`src/rtl/rr_arbiter4_onehot.sv`:
```
// Four-requester round-robin arbiter with registered one-hot grant and enable.
// Feeds the 4:2 encoder directly, so at most one Y bit is ever high and en marks that it is.
module rr_arbiter4_onehot #(
  parameter int unsigned HOLD_MAX = 8,
  parameter int unsigned CNT_W    = 4
) (
  input  logic       clk,
  input  logic       rst_n,
  input  logic [3:0] req,
  output logic       en,
  output logic       Y3,
  output logic       Y2,
  output logic       Y1,
  output logic       Y0
);

  localparam int unsigned N_REQ = 4;
  localparam int unsigned PTR_W = 2;
  localparam logic [CNT_W-1:0] HOLD_LAST = CNT_W'(HOLD_MAX - 1);

  typedef enum logic {
    S_IDLE  = 1'b0,
    S_GRANT = 1'b1
  } state_t;

  state_t             r_state;
  logic [N_REQ-1:0]   r_y;
  logic               r_en;
  logic [CNT_W-1:0]   r_hold_cnt;
  logic [PTR_W-1:0]   r_last_ptr;
  logic [PTR_W-1:0]   r_owner;

  logic [N_REQ-1:0]   w_cand;
  logic               w_cand_any;
  logic [PTR_W-1:0]   w_start;
  logic [PTR_W-1:0]   w_pick;
  logic               w_keep;

  // Candidates exclude the current owner, so the same search serves idle pick,
  // release handoff and forced rotation.
  always_comb begin
    w_cand     = req & ~r_y;
    w_cand_any = |w_cand;
    w_start    = r_last_ptr + PTR_W'(1);
    w_pick     = w_start;
    for (int i = N_REQ - 1; i >= 0; i--) begin
      if (w_cand[PTR_W'(w_start + PTR_W'(i))]) begin
        w_pick = PTR_W'(w_start + PTR_W'(i));
      end
    end
    w_keep = (r_state == S_GRANT) && req[r_owner] &&
             ((r_hold_cnt != HOLD_LAST) || !w_cand_any);
  end

  always_ff @(posedge clk or negedge rst_n) begin
    if (!rst_n) begin
      r_state    <= S_IDLE;
      r_y        <= '0;
      r_en       <= 1'b0;
      r_hold_cnt <= '0;
      r_last_ptr <= PTR_W'(3);
      r_owner    <= '0;
    end else if (w_keep) begin
      if (r_hold_cnt != HOLD_LAST) begin
        r_hold_cnt <= r_hold_cnt + CNT_W'(1);
      end
    end else if (w_cand_any) begin
      r_state    <= S_GRANT;
      r_y        <= N_REQ'(4'b0001 << w_pick);
      r_en       <= 1'b1;
      r_hold_cnt <= '0;
      r_last_ptr <= w_pick;
      r_owner    <= w_pick;
    end else begin
      // Release to idle keeps last_ptr so priority continues past the last winner.
      r_state    <= S_IDLE;
      r_y        <= '0;
      r_en       <= 1'b0;
      r_hold_cnt <= '0;
    end
  end

  assign en = r_en;
  assign Y3 = r_y[3];
  assign Y2 = r_y[2];
  assign Y1 = r_y[1];
  assign Y0 = r_y[0];

endmodule
```
`config.mk`:
```
export PLATFORM = sky130hd
export DESIGN_NAME = rr_arbiter4_onehot
export DESIGN_NICKNAME = d
export VERILOG_FILES = /design/src/rtl/rr_arbiter4_onehot.sv
export SDC_FILE = /design/constraint.sdc
export NUM_CORES = 1
export LEC_CHECK = 0
export ABC_AREA = 0
export CAP_MARGIN = 10
export CELL_PAD_IN_SITES_DETAIL_PLACEMENT = 1
export CELL_PAD_IN_SITES_GLOBAL_PLACEMENT = 1
export CORE_MARGIN = 5
export CORE_UTILIZATION = 40
export DETAILED_ROUTE_END_ITERATION = 10
export GPL_TIMING_DRIVEN = 0
export HOLD_SLACK_MARGIN = 0.1
export PLACE_DENSITY_LB_ADDON = 0.1
export RECOVER_POWER = 50
export SYNTH_ARGS = -nofsm -noshare
export SYNTH_HDL_FRONTEND = slang
export SYNTH_SLANG_ARGS = --single-unit
```
`constraint.sdc`:
```
create_clock -name clk -period 2.5 [get_ports clk]
set_clock_uncertainty 0.2 [all_clocks]
set_input_delay 0.75 -clock clk [delete_from_list [all_inputs] [get_ports clk]]
set_output_delay 0.75 -clock clk [all_outputs]
set_load 0.02 [all_outputs]
```
==> out/qor.yml <==
setup_path:
  required_ps: 2450
  path_cells: "clkdlybuf4s50_1 > mux2i_1 > o22ai_1 > a21oi_2 > mux2_1"
  cpMaxStageDelayCell: "clkdlybuf4s50_1"
  cp-start-kind: "input port"
  critPathMaxFanout: 6
  worstPathBufferInverterCount: 1
  cp.arrival_ps: 2350
  path_class: "input port to register"
  endpoint_kind: "register"
  slowest_delay_ps: 480
  r2r_slack_ps: 620
  crit_family: "multiplexers"
placement:
  port-buffer-count: 10
  hpwl_mm: 1.246
  placed_cells: 104
  gp_congestion: 0.6924
global_routing:
  grt_antenna_before_repair: 0
  grt_pass1_vias: 622
  grt_pass1_wl_mm: 2.739
  overflow: 0
  grt_max_degree: 14
  grt_use_total: 0.1339
timing:
  rsz0062_at_grt: "no"
  finalCritPeriodShare: 0.9625
  slew_headroom: 0.6257
  hold_slack_ps: 338.9
  hold_viol_final: 0
  max_freq_mhz: 415.6
  maxSlewViolCount: 0
  setup_viol: 0
  period_needed_ps: 2406
  worst_pin_slew_ps: 559.6
layout:
  antennaDiodeCount: 0
  num-fill-cells: 203
  final_common_cell: "dfrtp_1"
  fin_nets: 92
  final_cell_mix: "dfrtp_1, clkdlybuf4s50_1, nor2_1"
  drive_above_1_share: 0.1667
  area_growth_pct: 22.56
  stdcell_count: 109
logic_synthesis:
  yosys_register_bits: 13
  synth-edff-count: 0
  yosysWarnings: 0
  syn-cell-area_um2: 743.2
  synth_ff_type: "dfrtp_1"
  synth-async-reset-ratio: 1.000
  postSynthCellCount: 69
  synth_nets: 76
  avgSynthCellArea_um2: 10.77
  yosysSeqAreaShare: 0.4411
  ys_types: 33
route:
  routedWlPerCell_um: 14.28
  wl_mm: 1.557
  via_per_inst: 5.459
  firstDrtPassIters: 5
  postRouteAntennaNets: 0
  dr.first_iter.drc_count: 11
  route.detailed.drc: 0
  num_vias: 595
clock_network:
  cts_inserted_buffers: 3
  cts_tree: "yes"
  clk_pin_slew_worst_paths_ps: 70
  ctsHtreeMaxLevel: 1
  root_buffer: "clkbuf_4"
  cts_buffer_depth: 2
  clock_latency_ps: 260
  postCtsHoldBufs: 0
  cts.sinks: 13
worst_hold_path:
  hold_path.class: "register to register"
floorplanning:
  initial_core_util: 0.4258
  fp.dieW_um: 53.11
  ios: 11
  coreArea_mm2: 0.001745
  dieHeight_um: 53.11
  dieArea_mm2: 0.002820
  rows: 15
flow_run:
  cap_viol_max_count: 0
power:
  powerDensity_mw_per_mm2: 1171
  ir_drop_v: 0.0005538
  cellLeakagePower_nw: 0.3896
outcome:
  status: "complete, no violations"
==> final timing paths <==
kind,end,cells after the start,start
min in group asynchronous,r_hold_cnt[0],1,rst_n
max in group asynchronous,r_last_ptr[1],1,rst_n
max,r_owner[1],5,req[3]
max reg2reg,r_owner[1],4,r_y[2]
min,r_y[0],1,r_y[0]
min reg2reg,r_y[0],1,r_y[0]
==> worst reg2reg max path: cells and delay by family (launching register included) <==
kind               cells  cell delay (ps)
AOI/OAI and AO/OA      2              620
DFF                    1              380
muxes                  1              340
and+or+nand+nor        1              220
==> cell usage after synthesis (all sizes together), types with 2 or more instances <==
master,instances,area share
nand2,2,0.010
a32o,2,0.027
o21ai,2,0.013
and2b,2,0.025
mux2,2,0.030
mux2i,5,0.067
inv,5,0.025
dfstp,2,0.071
nor2,6,0.030
a21oi,3,0.025
nand2b,3,0.025
o32ai,2,0.024
dfrtp,11,0.37
nand3,2,0.013
o211ai,2,0.020
o22ai,4,0.034
==> report_power, final <==
part | internal (mW) | total, mW | leakage, nW | switching, mW
clock | 0.0616 | 0.122 | 0.0150 | 0.0602
sequential | 0.306 | 0.382 | 0.160 | 0.0768
combinational | 0.267 | 0.562 | 0.215 | 0.295
==> registers in the layout (all words and copies together), names as in the netlist <==
register / count
r_last_ptr: 2
r_y: 4
r_owner: 2
r_hold_cnt: 4
en: 1
==> repair_timing <==
| item | in CTS | in global routing |
|---|---|---|
| endpoints found under the setup margin | 6 | 2 |
| resized for setup | 0 | 1 |
| buffers inserted | 1 | 0 |
| pin swaps | 1 | 0 |
==> cell type report <==
class,instances,area [um^2],area share
sequential,13,327.8,0.3599
clock buffer,4,26.28,0.02885
tap,25,31.28,0.03434
inverter,5,18.77,0.02060
multi-input combinational,51,399.1,0.4382
timing repair buffer,11,107.6,0.1181
==> routing by layer <==
metal	track usage	wire (um)
met1	0.1573	694
met2	0.2438	791
met3	0.01690	57
met4	0.05106	14
met5	0	0
==> through the flow <==
step	util	worst slack, ps	instance area (um^2)	TNS (ps)	total power [mW]
global route	0.5219	6.646	910.9	0	1.159
detailed placement	0.5011	-382.1	874.6	-2535	0.9375
global placement	0.5011	-352.3	874.6	-2455	0.9175
finish	0.5219	93.85	910.9	0	1.067
floorplan	-	398.0	743.2	0	0.7726
CTS	0.5204	55.29	908.4	0	1.080
==> cells by family (layout without fill, tap and decap cells) <==
family          count (synthesis)  after routing  synth area share
fa+ha+maj                       1              1           0.01683
xor+xnor                        1              1           0.01179
compound gates                 21             21            0.2391
mux                             7              7           0.09764
flops                          13             13            0.4411
buf+inv                         5             20           0.02526
simple gates                   21             21            0.1684
No activity file was read; power rests on OpenSTA's default activity.
